## config.mk

```make
export PLATFORM = sky130hd
export DESIGN_NAME = pattern_player
export DESIGN_NICKNAME = d
export VERILOG_FILES = /design/src/rtl/pattern_player.sv
export SDC_FILE = /design/constraint.sdc
export NUM_CORES = 1
export LEC_CHECK = 0
export CORE_ASPECT_RATIO = 0.6
export CORE_MARGIN = 2
export CORE_UTILIZATION = 40
export DETAILED_ROUTE_END_ITERATION = 10
export GPL_TIMING_DRIVEN = 1
export PLACE_DENSITY = 0.67
export SYNTH_ARGS = -nofsm -noshare
export SYNTH_HDL_FRONTEND = slang
export SYNTH_SLANG_ARGS = --single-unit
```

## constraint.sdc

```tcl
create_clock -name clk_i -period 3.4 [get_ports clk_i]
set_clock_uncertainty 0.15 [all_clocks]
set_input_delay 0.34 -clock clk_i [delete_from_list [all_inputs] [get_ports clk_i]]
set_output_delay 0.34 -clock clk_i [all_outputs]
set_load 0.05 [all_outputs]
```

## src/rtl/pattern_player.sv

```systemverilog
// rtl/pattern_player.sv - four-voice step sequencer with gated square-wave tones OR-mixed to one speaker bit
module pattern_player #(
  parameter int STEP_DIV   = 6250000,
  parameter int GATE_DIV   = 3125000,
  parameter int TONE_HALF1 = 113636,
  parameter int TONE_HALF2 = 95556,
  parameter int TONE_HALF3 = 75843,
  parameter int TONE_HALF4 = 63776
) (
  input  logic        clk_i,
  input  logic        reset_i,
  input  logic        run_i,
  input  logic [15:0] note1_i,
  input  logic [15:0] note2_i,
  input  logic [15:0] note3_i,
  input  logic [15:0] note4_i,
  output logic [3:0]  step_o,
  output logic        step_tick_o,
  output logic [3:0]  voice_on_o,
  output logic        playing_o,
  output logic        sound_o
);

  // Step timer counts 0..STEP_DIV-1 across one step; it reads 0 in LOAD.
  localparam int TW = $clog2(STEP_DIV);
  localparam logic [TW-1:0] GATE_END = TW'(GATE_DIV);
  localparam logic [TW-1:0] STEP_END = TW'(STEP_DIV - 1);

  typedef enum logic [1:0] {IDLE, LOAD, GATE, REST} state_t;

  state_t        state_q;
  logic [TW-1:0] timer_q;
  logic [3:0]    step_q;
  logic          step_tick_q;
  logic          playing_q;
  logic [3:0]    voice_on_q;
  logic [3:0]    voice_on_d;
  logic [3:0]    square_w;
  logic          sound_q;

  // Next voice enables: sampled from the patterns in LOAD, dropped at gate end or on stop.
  // The gate is visible on timer values 1..GATE_DIV, i.e. exactly GATE_DIV cycles.
  always_comb begin
    voice_on_d = voice_on_q;
    if (!run_i) begin
      voice_on_d = '0;
    end else begin
      case (state_q)
        IDLE:    voice_on_d = '0;
        LOAD:    voice_on_d = {note4_i[step_q], note3_i[step_q], note2_i[step_q], note1_i[step_q]};
        GATE:    if (timer_q == GATE_END) voice_on_d = '0;
        default: ;
      endcase
    end
  end

  // Sequencer FSM: step timing, step index, tick and playing flags, registered voice enables.
  always_ff @(posedge clk_i or posedge reset_i) begin
    if (reset_i) begin
      state_q     <= IDLE;
      timer_q     <= '0;
      step_q      <= '0;
      step_tick_q <= 1'b0;
      playing_q   <= 1'b0;
      voice_on_q  <= '0;
    end else begin
      voice_on_q  <= voice_on_d;
      step_tick_q <= 1'b0;
      if (!run_i) begin
        state_q   <= IDLE;
        timer_q   <= '0;
        step_q    <= '0;
        playing_q <= 1'b0;
      end else begin
        case (state_q)
          IDLE: begin
            state_q     <= LOAD;
            timer_q     <= '0;
            step_tick_q <= 1'b1;
            playing_q   <= 1'b1;
          end
          LOAD: begin
            state_q <= GATE;
            timer_q <= timer_q + TW'(1);
          end
          GATE, REST: begin
            if (timer_q == STEP_END) begin
              state_q     <= LOAD;
              timer_q     <= '0;
              step_q      <= step_q + 4'd1;
              step_tick_q <= 1'b1;
            end else begin
              timer_q <= timer_q + TW'(1);
              if (state_q == GATE && timer_q == GATE_END) state_q <= REST;
            end
          end
          default: state_q <= IDLE;
        endcase
      end
    end
  end

  // Per-voice tone generators; a tone restarts low at every gate because it is
  // cleared on the same edge that drops (or has not yet raised) its enable.
  for (genvar g = 0; g < 4; g++) begin : g_tone
    localparam int HALF = (g == 0) ? TONE_HALF1 :
                          (g == 1) ? TONE_HALF2 :
                          (g == 2) ? TONE_HALF3 : TONE_HALF4;
    localparam int CW = $clog2(HALF + 1);
    localparam logic [CW-1:0] CNT_END = CW'(HALF - 1);

    logic [CW-1:0] cnt_q;
    logic          sq_q;

    // Half-period counter toggling the square while the voice stays enabled.
    always_ff @(posedge clk_i or posedge reset_i) begin
      if (reset_i) begin
        cnt_q <= '0;
        sq_q  <= 1'b0;
      end else if (voice_on_q[g] && voice_on_d[g]) begin
        if (cnt_q == CNT_END) begin
          cnt_q <= '0;
          sq_q  <= ~sq_q;
        end else begin
          cnt_q <= cnt_q + CW'(1);
        end
      end else begin
        cnt_q <= '0;
        sq_q  <= 1'b0;
      end
    end

    assign square_w[g] = sq_q;
  end

  // Speaker mix: registered OR of the four squares.
  always_ff @(posedge clk_i or posedge reset_i) begin
    if (reset_i) sound_q <= 1'b0;
    else         sound_q <= |square_w;
  end

  assign step_o      = step_q;
  assign step_tick_o = step_tick_q;
  assign voice_on_o  = voice_on_q;
  assign playing_o   = playing_q;
  assign sound_o     = sound_q;

endmodule

```

==> out/qor.yml <==
run_status:
  status: "finished, final reports clean"
global_routing:
  grt_pass1_wl_um: 23300
  antenna_found_initial: 0
  grt_start_max_net_pins: 57
  grtUsageTotal_pct: 18.7
  grt_pass1_vias: 4544
  grt_overflow: 0
sta:
  rsz0062_at_grt: "no"
  period_share_pct: 85.9
  finalSetupTns_ns: 0
  slew_headroom_pct: 34.4
  slew_violations: 0
  fmax_mhz: 342
  worst_pin_slew_ns: 0.983
  fin_hold_ws_ns: 0.291
  setup_viol: 0
  hold_viol_final: 0
  fin_crit_ns: 2.92
power:
  totalPowerFinal_w: 0.00260
  ir_worst_vdd_uv: 216
  power_density_nw_per_um2: 368
  leakage_nw: 2.75
yosys:
  synth_area_um2: 5780
  synthXorXnorAreaFrac_pct: 13.0
  synth_commonest_cells: "107 x dfrtp_1, 98 x nor2_1, 58 x xor2_1, 43 x nand2_1, 36 x nand3_1"
  synth_edf_count: 0
  synthMuxAreaShare_pct: 5.72
  yosys.area_share.simple_pct: 25.2
  seq_area_frac_synth_pct: 46.3
  synth_top_family_by_area: "simple AND/OR/NAND/NOR gates"
  synth_fp_nets: 667
  synth.top_cell.area_share_pct: 46.3
  syn_area_per_cell_um2: 9.76
  synth_largest_area_cell: "dfrtp_1"
  synthAdderAreaFrac_pct: 1.73
  synth_flop_cell: "dfrtp_1"
  synth-compound-area-share_pct: 5.26
  yosysMostFrequentCell: "dfrtp_1"
  synth_cell_types: 49
  yosysWarnings: 0
  synth_area_leaders: "dfrtp_1 46%, xor2_1 8.8%, nor2_1 6.4%"
  synth-seq-cells: 107
  async_flop_share_pct: 100
  syn_inst: 592
setup_path:
  startpoint_type: "flop"
  reg2reg_depth: 5
  crit_path_end: "g_tone[3].cnt_q[1]$_DFF_PP0_"
  endpoint_kind: "flop"
  startpoint: "step_o[0]$_DFFE_PP0P_"
  worst-path-stages: 5
  crit_path_max_fanout: 36
  critPathKind: "flop to flop"
  r2r_end: "g_tone[3].cnt_q[1]$_DFF_PP0_"
  r2r-start: "step_o[0]$_DFFE_PP0P_"
  critPathSlowestCell: "dfrtp_2"
  ff2ff_setup_slack_ns: 0.48
  cp.arrival_ns: 3.03
  slowest_delay_ns: 1.02
  path_delay_family: "flip-flops"
  required_ns: 3.51
  cp_num_buf_inv: 0
  cp_cell_sequence: "mux2i_1 > a2111oi_0 > and3_1 > o311ai_4 > nor3b_1"
cells_and_area:
  syn_to_final_growth_pct: 22.3
  drive_gt1_share_pct: 5.51
  nets: 741
  fin_area_um2: 7070
  diodes: 0
floorplanning:
  core_area_um2: 13900
  io_pins: 78
  fp-row-count: 33
  die_h_um: 97.1
  die-area_um2: 15500
  die_width_um: 159
  start_util_pct: 41.6
clock_network:
  ctsHoldBuffers: 0
  cts_resized: 0
  cts.sinks: 107
  cts_tree: "built"
  clk_latency_ns: 0.35
  cts_buffer_depth: 2
  cts_made_buffers: 9
  cts_htree_levels: 3
  path_clk_slew_ns: 0.07
  post-cts-setup-buffers: 0
  root_buffer: "clkbuf_16"
run:
  cap_violations: 0
placed_design:
  portBuffers: 77
  hpwl_um: 10200
  placed_area_um2: 6760
  routabilityCongestion: 0.812
routing:
  vias: 4522
  drtAntennaViolNets: 0
  wl_per_cell_um: 16.0
  drt_wl_total_um: 13800
  drt_iter0_drc: 252
  firstDrtPassIters: 4
  via_per_inst: 5.24
  drc: 0
hold_path:
  min_path_type: "primary input to asynchronous set/reset pin"
## placed cells by master (no fill, tap or decap), types with 7 or more instances in the layout
cell type        count
nand3_1             36
and4_1               7
nor3_1              18
ha_1                 8
clkdlybuf4s50_1     77
xnor2_1             28
clkbuf_16            9
a22oi_1              7
nor3b_1              8
xor2_1              58
dfrtp_1            106
nand2_1             43
mux2i_1             33
and3_1              15
nand4_1             22
nor4_1              11
inv_1               14
nor2_1              98
## state kept, by name (all words and copies together), names as in the netlist
name          cells
playing_o         1
state_q           2
step_o            4
sound_o           1
step_tick_o       1
g_tone.cnt_q     67
timer_q          23
g_tone.sq_q       4
voice_on_o        4
## power breakdown
part | internal (W) | switching, W | leakage, nW
registers | 0.00128 | 0.0000154 | 1.49
logic | 0.000104 | 0.000105 | 1.11
clock network | 0.000615 | 0.000482 | 0.156
## metal layers
layer	wire, um	GRT usage [%]	vias up	part of all wire (%)
met3	604	4.31	14	4.4
met2	6050	28.1	97	44
met1	7020	27.6	2208	51
li1	-	-	2203	-
met5	0	0	-	0
met4	164	4.34	0	1.2
## how the worst min path moves through the flow
stage,startpoint,to,slack [ns],cells after the start
after floorplan,g_tone[1].cnt_q[0]$_DFF_PP0_,g_tone[1].cnt_q[0]$_DFF_PP0_,0.30,1
after global placement,g_tone[1].cnt_q[0]$_DFF_PP0_,g_tone[1].cnt_q[0]$_DFF_PP0_,0.32,1
after detailed placement,g_tone[1].cnt_q[0]$_DFF_PP0_,g_tone[1].cnt_q[0]$_DFF_PP0_,0.33,1
after CTS,reset_i,g_tone[1].cnt_q[5]$_DFF_PP0_,0.32,2
after global routing,reset_i,g_tone[1].cnt_q[5]$_DFF_PP0_,0.35,2
final,reset_i,g_tone[1].cnt_q[5]$_DFF_PP0_,0.29,2
## stage by stage
step / utilization [%] / instances / worst slack [ns]
final: 50.9 / 863 / 0.479
after detailed placement: 48.7 / 847 / 0.525
after floorplan: - / 592 / 0.0928
after global routing: 50.9 / 863 / 0.255
after CTS: 50.9 / 863 / 0.505
after global placement: 48.7 / 847 / 0.716
## area by class of cell
cell class	instances	area [um2]
clock buffers	11	253
clock inverters	5	57.6
fillers	1259	6810
inverters	15	58.8
multi-input cells	449	2940
flip-flops and latches	107	2680
well taps	192	240
repair buffers	84	836
## worst reg2reg max path, cell delays in order, from the launching register on
cell and delay [ns]:
dfrtp_2 1.02, mux2i_1 0.20, a2111oi_0 0.63, and3_1 0.32, o311ai_4 0.24, nor3b_1 0.28
## cell families (layout without fill, tap and decap cells)
kind of cell,after synthesis,count (layout)
adders and majority gates,8,8
AOI/OAI and AO/OA,36,36
xor gates and xnor gates,86,86
DFF,107,107
muxes,33,33
buffers and inverters,36,115
and+or+nand+nor,286,286
Note: power is estimated with default switching activity, not from simulation.
